[src/rtl/io_bus_arbiter.sv]
// Round-robin owner arbiter for a shared inout bus.
// At most one output-enable is active, and owners are separated by TURNAROUND idle cycles.
module io_bus_arbiter #(
  parameter int N          = 2,
  parameter int MAX_HOLD   = 8,
  parameter int TURNAROUND = 1,
  localparam int OW        = (N > 1) ? $clog2(N) : 1
) (
  input  logic          CLK,
  input  logic          ASYNCRESETN,
  input  logic [N-1:0]  req,
  output logic [N-1:0]  grant,
  output logic [N-1:0]  oe,
  output logic [OW-1:0] owner,
  output logic          busy,
  output logic          preempt
);

  localparam int HW = (MAX_HOLD > 0) ? $clog2(MAX_HOLD + 1) : 1;
  localparam int TW = (TURNAROUND > 1) ? $clog2(TURNAROUND) : 1;

  localparam logic [1:0] IDLE = 2'd0;
  localparam logic [1:0] OWN  = 2'd1;
  localparam logic [1:0] TURN = 2'd2;

  logic [1:0]    state;
  logic [OW-1:0] ptr;
  logic [HW-1:0] hold_cnt;
  logic [TW-1:0] turn_cnt;

  logic [OW-1:0] win;
  logic          any_req, arb_go, own_req, others_req, hold_hit, leave;

  assign oe = grant;

  // Search order starts at the pointer and wraps, so the last owner ranks lowest.
  always_comb begin
    logic found;
    found = 1'b0;
    win   = '0;
    for (int i = 0; i < N; i++) begin
      if (!found && req[(int'(ptr) + i) % N]) begin
        found = 1'b1;
        win   = OW'((int'(ptr) + i) % N);
      end
    end
  end

  assign any_req    = |req;
  assign arb_go     = any_req && ((state == IDLE) || (state == TURN && turn_cnt == '0));
  assign own_req    = req[owner];
  assign others_req = |(req & ~grant);
  assign hold_hit   = (MAX_HOLD != 0) && (hold_cnt == HW'(MAX_HOLD)) && others_req;
  assign leave      = (state == OWN) && (!own_req || hold_hit);

  always_ff @(posedge CLK or negedge ASYNCRESETN) begin
    if (!ASYNCRESETN) begin
      state    <= IDLE;
      grant    <= '0;
      owner    <= '0;
      busy     <= 1'b0;
      preempt  <= 1'b0;
      ptr      <= '0;
      hold_cnt <= '0;
      turn_cnt <= '0;
    end else begin
      preempt <= 1'b0;
      if (arb_go) begin
        state    <= OWN;
        grant    <= {{(N-1){1'b0}}, 1'b1} << win;
        owner    <= win;
        busy     <= 1'b1;
        hold_cnt <= HW'(1);
      end else begin
        case (state)
          OWN: begin
            if (leave) begin
              state    <= TURN;
              grant    <= '0;
              preempt  <= own_req;
              turn_cnt <= TW'(TURNAROUND - 1);
              ptr      <= (owner == OW'(N - 1)) ? '0 : owner + 1'b1;
            end else if (MAX_HOLD != 0 && hold_cnt != HW'(MAX_HOLD)) begin
              hold_cnt <= hold_cnt + 1'b1;
            end
          end
          TURN: begin
            if (turn_cnt == '0) begin
              state <= IDLE;
              busy  <= 1'b0;
            end else begin
              turn_cnt <= turn_cnt - 1'b1;
            end
          end
          IDLE: ;
          default: begin
            state <= IDLE;
            grant <= '0;
            busy  <= 1'b0;
          end
        endcase
      end
    end
  end

endmodule

[config.mk]
export PLATFORM = sky130hd
export DESIGN_NAME = io_bus_arbiter
export DESIGN_NICKNAME = d
export VERILOG_FILES = /design/src/rtl/io_bus_arbiter.sv
export SDC_FILE = /design/constraint.sdc
export NUM_CORES = 1
export LEC_CHECK = 0
export BUFFER_PORTS_ARGS = -buffer_cell sky130_fd_sc_hd__buf_2
export CORE_AREA = 2 2 39 41
export CTS_CLUSTER_SIZE = 16
export DETAILED_ROUTE_END_ITERATION = 10
export DIE_AREA = 0 0 41 43
export PLACE_DENSITY_LB_ADDON = 0.15
export SYNTH_ARGS = -nofsm -noshare
export SYNTH_HDL_FRONTEND = slang
export SYNTH_SLANG_ARGS = --single-unit
[constraint.sdc]
create_clock -name CLK -period 3.3 [get_ports CLK]
set_input_delay 0.165 -clock CLK [delete_from_list [all_inputs] [get_ports CLK]]
set_output_delay 0.165 -clock CLK [all_outputs]
set_load 0.1 [all_outputs]
==> impl_metrics.env, run 1 <==
export IMPL_register_area_sq_um=300
export IMPL_initialDrtViolationCount=5
export IMPL_ctsLongestPathBuffers=2
export IMPL_postCtsSetupBuffers=0
export IMPL_drive_above_1_share=0.324
export IMPL_root_buffer="clkbuf_4"
export IMPL_placed_cell_area_sq_um=713
export IMPL_synth_cell_type_count=31
export IMPL_hold_viol_final=0
export IMPL_layout_min_cycle_time_ns=1.45
export IMPL_cp_required_ns=3.50
export IMPL_synthAdderAreaFrac=0.0380
export IMPL_tightest_slew_ns=0.484
export IMPL_worst_slack_ns=1.85
export IMPL_dr_pass1_iters=4
export IMPL_synth_top_family_by_area="simple AND/OR/NAND/NOR gates"
export IMPL_grt_pass1_wl_mm=1.95
export IMPL_ys_warn_count=0
export IMPL_ys_ff_latch=12
export IMPL_syn_to_final_growth_pct=15.4
export IMPL_maxCapViolations=0
export IMPL_synthArstFlopShare=1.00
export IMPL_hold_class="in2reg"
export IMPL_grt_max_degree=13
export IMPL_insertion_delay_ns=0.27
export IMPL_antenna_found_initial=0
export IMPL_coreArea_sq_mm=0.00138
export IMPL_cts_hold_buf=1
export IMPL_worst_ep_arrival_time_ns=1.65
export IMPL_dieArea_sq_mm=0.00176
export IMPL_start_util=0.476
export IMPL_synth_xor_area_share=0.0266
export IMPL_synth_edf_count=0
export IMPL_syn_inst=61
export IMPL_via_count=467
export IMPL_multiInputGateArea_sq_um=324
export IMPL_ios=11
export IMPL_maxClockFrequency_mhz=688
export IMPL_maxSlewViolCount=0
export IMPL_drc_errors=0
export IMPL_antenna_cells=0
export IMPL_timing_critical_path_fanout_max=5
export IMPL_cts_tree="done"
export IMPL_grt_pass1_vias=451
export IMPL_fin_skew_ns=0.00175
export IMPL_rsz0062_at_grt="no"
export IMPL_vias_per_cell=5.19
export IMPL_n_fill_cell=117
export IMPL_setup_violations=0
export IMPL_place_gp_congestion=0.671
export IMPL_dieWidth_um=41
export IMPL_path_class="reg2reg"
export IMPL_cts_sinks=12
export IMPL_fin_crit_sh=0.441
export IMPL_drtAntennaViolNets=0
export IMPL_dpl_hpwl_um=903
export IMPL_final_cells=90
export IMPL_final_area_sq_um=759
export IMPL_synthSimpleGateAreaFrac=0.234
export IMPL_fp_row_count=14
export IMPL_layout_nets=81
export IMPL_post_cts_resized=0
export IMPL_worst_setup_path_start_kind="register"
export IMPL_fin_tns_setup_ns=0
export IMPL_clkSlewWorstSetupHoldPaths_ns=0.07
export IMPL_syn_area_per_cell_sq_um=10.8
export IMPL_status="completed"
export IMPL_synthMuxAreaShare=0.0380
export IMPL_yosysSeqAreaShare=0.456
export IMPL_synth_compound_area_frac=0.156
export IMPL_relSlewSlack=0.680
export IMPL_die_h_um=43
export IMPL_synth_nets=67
export IMPL_routed_wl_mm=1.22
export IMPL_placed_cells=85
export IMPL_routedWlPerCell_um=13.6
export IMPL_synth_area_sq_um=658
export IMPL_critPathCaptureType="register"
export IMPL_ys_flop_type="dfrtp_1"
export IMPL_post_place_ws_ns=1.86
export IMPL_cts_htree_levels=1
export IMPL_numCtsBuffers=3
export IMPL_io_buffers=10
export IMPL_gr_total_overflow=0
export IMPL_grtUsageTotal=0.171
## per-layer routing
layer	up-vias	routed length, um	GRT usage
li1	236	-	-
met1	221	546	0.217
met2	8	632	0.250
met3	2	33	0.0314
met4	0	10	0.120
met5	-	0	0
## critical path, cell delays in order, from the launching register on
cell and delay, ns:
dfrtp_1 0.42, inv_1 0.10, ha_1 0.16, and3b_2 0.23
o21ai_4 0.08, a21oi_4 0.19, mux2i_1 0.20
## sequential cells by signal (all words and copies together), names as in the netlist
signal,count
state,2
busy,1
owner,1
ptr,1
preempt,1
hold_cnt,4
grant,2
## layout by cell type, fill, tap and decap left out, types with 2 or more instances in the layout
cell type / netlist / routed
a21oi_1: 3 / 3
nor2_1: 8 / 8
buf_2: 0 / 10
clkbuf_4: 0 / 3
and2b_2: 2 / 2
xor2_1: 2 / 2
inv_1: 5 / 5
nand4_1: 3 / 3
dfrtp_1: 12 / 12
ha_1: 2 / 2
## synthesized netlist by cell type, types with 2 or more instances
cell type	count	area [sq um]
dfrtp_1	12	300
nor2_1	8	30.0
inv_1	5	18.8
a21oi_1	3	15.0
nand4_1	3	18.8
and2b_2	2	17.5
buf_4	2	15.0
ha_1	2	25.0
xor2_1	2	17.5
## final timing paths
check,depth (start not counted),from,slack (ns),endpoint
min in group asynchronous,2,ASYNCRESETN,0.31,owner
min reg2reg,1,state[1],0.49,busy
max reg2reg,6,hold_cnt[0],1.85,ptr
max,6,hold_cnt[0],1.85,ptr
min,2,req[0],0.16,owner
max in group asynchronous,2,ASYNCRESETN,2.77,preempt
## layout make-up
type | instances | area share
Timing Repair Buffer | 11 | 0.0791
Clock buffer | 4 | 0.0478
Inverter | 5 | 0.0247
Multi-Input combinational cell | 42 | 0.427
Sequential cell | 12 | 0.395
Tap cell | 16 | 0.0264
## stage by stage
stage               hold WS, ns  utilization
global route              0.160        0.549
finish                    0.160        0.549
floorplan                -0.131            -
global placement         0.0604        0.515
CTS                       0.151        0.549
detailed placement       0.0578        0.515
## kinds of logic (layout without fill, tap and decap cells)
kind of cell	count (synthesis)	in the layout
adder cells (fa/ha/maj)	2	2
multiplexers	2	2
buffers and inverters	7	20
flip-flops	12	12
XOR/XNOR	2	2
AO/OA/AOI/OAI	12	12
AND/OR/NAND/NOR	24	24
Power of run 1 is left out: the tool's default activity adds up to more than one toggle a clock period on the data nets, which glitch-free logic cannot reach.
==> run 2: changes to the inputs <==
ABC_AREA = 1   (was unset)
CORE_AREA = unset   (was 2 2 39 41)
CORE_UTILIZATION = 47   (was unset)
DIE_AREA = unset   (was 0 0 41 43)
clock period = 1.3 ns   (was 3.3 ns; I/O delays follow)
==> impl_metrics.env, run 2 <==
export IMPL_synth_edf_count=0
export IMPL_cts_sinks=12
export IMPL_yosysTopAreaCellShare=0.449
export IMPL_coreArea_sq_mm=0.00132
export IMPL_drtAntennaViolNets=0
export IMPL_maxCapViolations=0
export IMPL_ys_flop_type="dfrtp_1"
export IMPL_cts_htree_levels=1
export IMPL_via_count=531
export IMPL_yosysSeqAreaShare=0.449
export IMPL_synthTopCellsByArea="dfrtp_1 (45%), nand2_1 (16%), nand3_1 (5.2%)"
export IMPL_synth_cell_type_count=19
export IMPL_io_buffers=10
export IMPL_grt_use_met3=0.0682
export IMPL_ys_warn_count=0
export IMPL_dpl_hpwl_um=870
export IMPL_status="completed"
export IMPL_fin_crit_sh=0.978
export IMPL_critPathCaptureType="register"
export IMPL_regMostFlops="hold_cnt"
export IMPL_cp_slowest_cell="dfrtp_1"
export IMPL_final_common_cell="nand2_1"
export IMPL_ios=11
export IMPL_crit_chain="inv_1 > ha_1 > nand2_2 > nor2_2 > nand2_2 > nand2_2 > nand2_4 > nand2_4 > nand2_1 > nand2_1"
export IMPL_die_h_um=39.7
export IMPL_synth_area_sq_um=668
export IMPL_grt_pass1_wl_mm=1.93
export IMPL_path_class="reg2reg"
export IMPL_antenna_found_initial=0
export IMPL_hold_class="in2reg"
export IMPL_syn_area_per_cell_sq_um=8.15
export IMPL_numCtsBuffers=3
export IMPL_cp_buffers_inverters=1
export IMPL_syn_to_final_growth_pct=18.5
export IMPL_relSlewSlack=0.679
export IMPL_use_met2=0.275
export IMPL_tightest_slew_ns=0.485
export IMPL_cts_tree="done"
export IMPL_busiest_layer="met2"
export IMPL_maxSlewViolCount=0
export IMPL_grt_max_degree=13
export IMPL_worst_slack_ns=0.0287
export IMPL_crit_family="simple AND/OR/NAND/NOR gates"
export IMPL_largest_reg_flops=4
export IMPL_synthArstFlopShare=1.00
export IMPL_grtUsageMet1=0.246
export IMPL_dieWidth_um=39.7
export IMPL_yosysTopAreaCell="dfrtp_1"
export IMPL_ctsLongestPathBuffers=2
export IMPL_fp_row_count=13
export IMPL_place_gp_congestion=0.770
export IMPL_synth_most_common_cell="nand2_1"
export IMPL_cp_required_ns=1.52
export IMPL_grtUsageTotal=0.202
export IMPL_largestRegisters="hold_cnt (4), grant (2), state (2)"
export IMPL_cpPeakStageDelay_ns=0.38
export IMPL_ys_ff_latch=12
export IMPL_routed_wl_mm=1.21
export IMPL_drive_above_1_share=0.361
export IMPL_syn_inst=82
export IMPL_insertion_delay_ns=0.28
export IMPL_maxClockFrequency_mhz=787
export IMPL_synth_nets=88
export IMPL_grt_pass1_vias=455
export IMPL_critPathMostFrequentCell="nand2_2"
export IMPL_gr_total_overflow=0
export IMPL_clkSlewWorstSetupHoldPaths_ns=0.07
export IMPL_drc_errors=0
export IMPL_timing_critical_path_fanout_max=8
export IMPL_vias_per_cell=4.74
export IMPL_root_buffer="clkbuf_4"
export IMPL_dr_pass1_iters=4
export IMPL_fin_skew_ns=0.00367
export IMPL_worst_ep_arrival_time_ns=1.49
export IMPL_synthTopCellsByCount="nand2_1 (28), dfrtp_1 (12), inv_1 (8)"
export IMPL_layout_nets=104
export IMPL_post_place_ws_ns=0.0336
export IMPL_start_util=0.507
export IMPL_final_cell_mix="nand2_1 (26), buf_2 (10), dfrtp_1 (9), inv_1 (8), nand3_1 (7)"
export IMPL_hold_viol_final=0
export IMPL_dieArea_sq_mm=0.00158
export IMPL_worst_setup_path_start_kind="register"
export IMPL_initialDrtViolationCount=13
export IMPL_antenna_cells=0
export IMPL_setup_violations=0
export IMPL_rsz0062_at_grt="yes"
export IMPL_layout_min_cycle_time_ns=1.27
export IMPL_routedWlPerCell_um=10.8
run 2: cell types whose count changed after synthesis, sizes merged, moves of 2 or more:
cell | before | now
o31ai | 2 | 0
xor2 | 2 | 0
nor2 | 8 | 5
a21oi | 4 | 1
nand2 | 2 | 32
nand4 | 3 | 1
inv | 5 | 13
and2b | 4 | 0
nand3 | 1 | 7
o21ai | 2 | 5
run 2: cell type report:
cell class,count,area (sq um)
repair buffers,13,75.1
clock buffers,4,26.3
fillers,109,526
well taps,15,18.8
multi-input cells,55,309
inverters,13,51.3
flip-flops and latches,12,312
run 2: through the flow:
stage	setup TNS, ns	instances	hold WS (ns)	utilization	instance area (sq um)
after floorplan	0	82	-0.231	-	679
after global placement	0	107	-0.0415	0.568	748
after detailed placement	0	107	-0.0405	0.568	748
after CTS	0	112	0.155	0.595	785
after global routing	-0.259	112	0.185	0.601	792
final	0	112	0.149	0.601	792
run 2: path summary, 6_finish.rpt:
| path | slack [ns] | startpoint | cells after the start | end |
|---|---|---|---|---|
| worst max-delay path | 0.03 | hold_cnt[0] | 10 | hold_cnt[3] |
| worst min-delay path | 0.15 | req[1] | 4 | grant[0] |
| worst max register to register | 0.03 | hold_cnt[0] | 10 | hold_cnt[3] |
| worst min register to register | 0.50 | ptr | 2 | ptr |
| max in group asynchronous | 0.88 | ASYNCRESETN | 2 | grant[0] |
| min in group asynchronous | 0.18 | ASYNCRESETN | 2 | grant[1] |
run 2: cells by family after synthesis:
kind of cell / synth area share
AO/OA/AOI/OAI: 0.0730
buffers and inverters: 0.0992
flip-flops: 0.449
XOR/XNOR: 0.0131
adder cells (fa/ha/maj): 0.0374
AND/OR/NAND/NOR: 0.328
run 2: worst reg2reg max path, cell delays in order (launching register included):
cell and delay (ns):
dfrtp_1 0.38, inv_1 0.06, ha_1 0.15, nand2_2 0.07
nor2_2 0.12, nand2_2 0.06, nand2_2 0.07, nand2_4 0.09
nand2_4 0.10, nand2_1 0.05, nand2_1 0.06
run 2: layer usage:
metal  up-vias  part of all wire
li1        280                 -
met4         0             0.035
met2        13              0.45
met1       234              0.48
met3         4             0.039
met5         -                 0
run 2: timing repair:
item	CTS	global route
setup buffers	0	0
endpoints found under the setup margin	0	8
hold buffers	1	0
resized for setup	0	3
endpoints found under the hold margin	12	0
Power of run 2 is left out for the same reason.
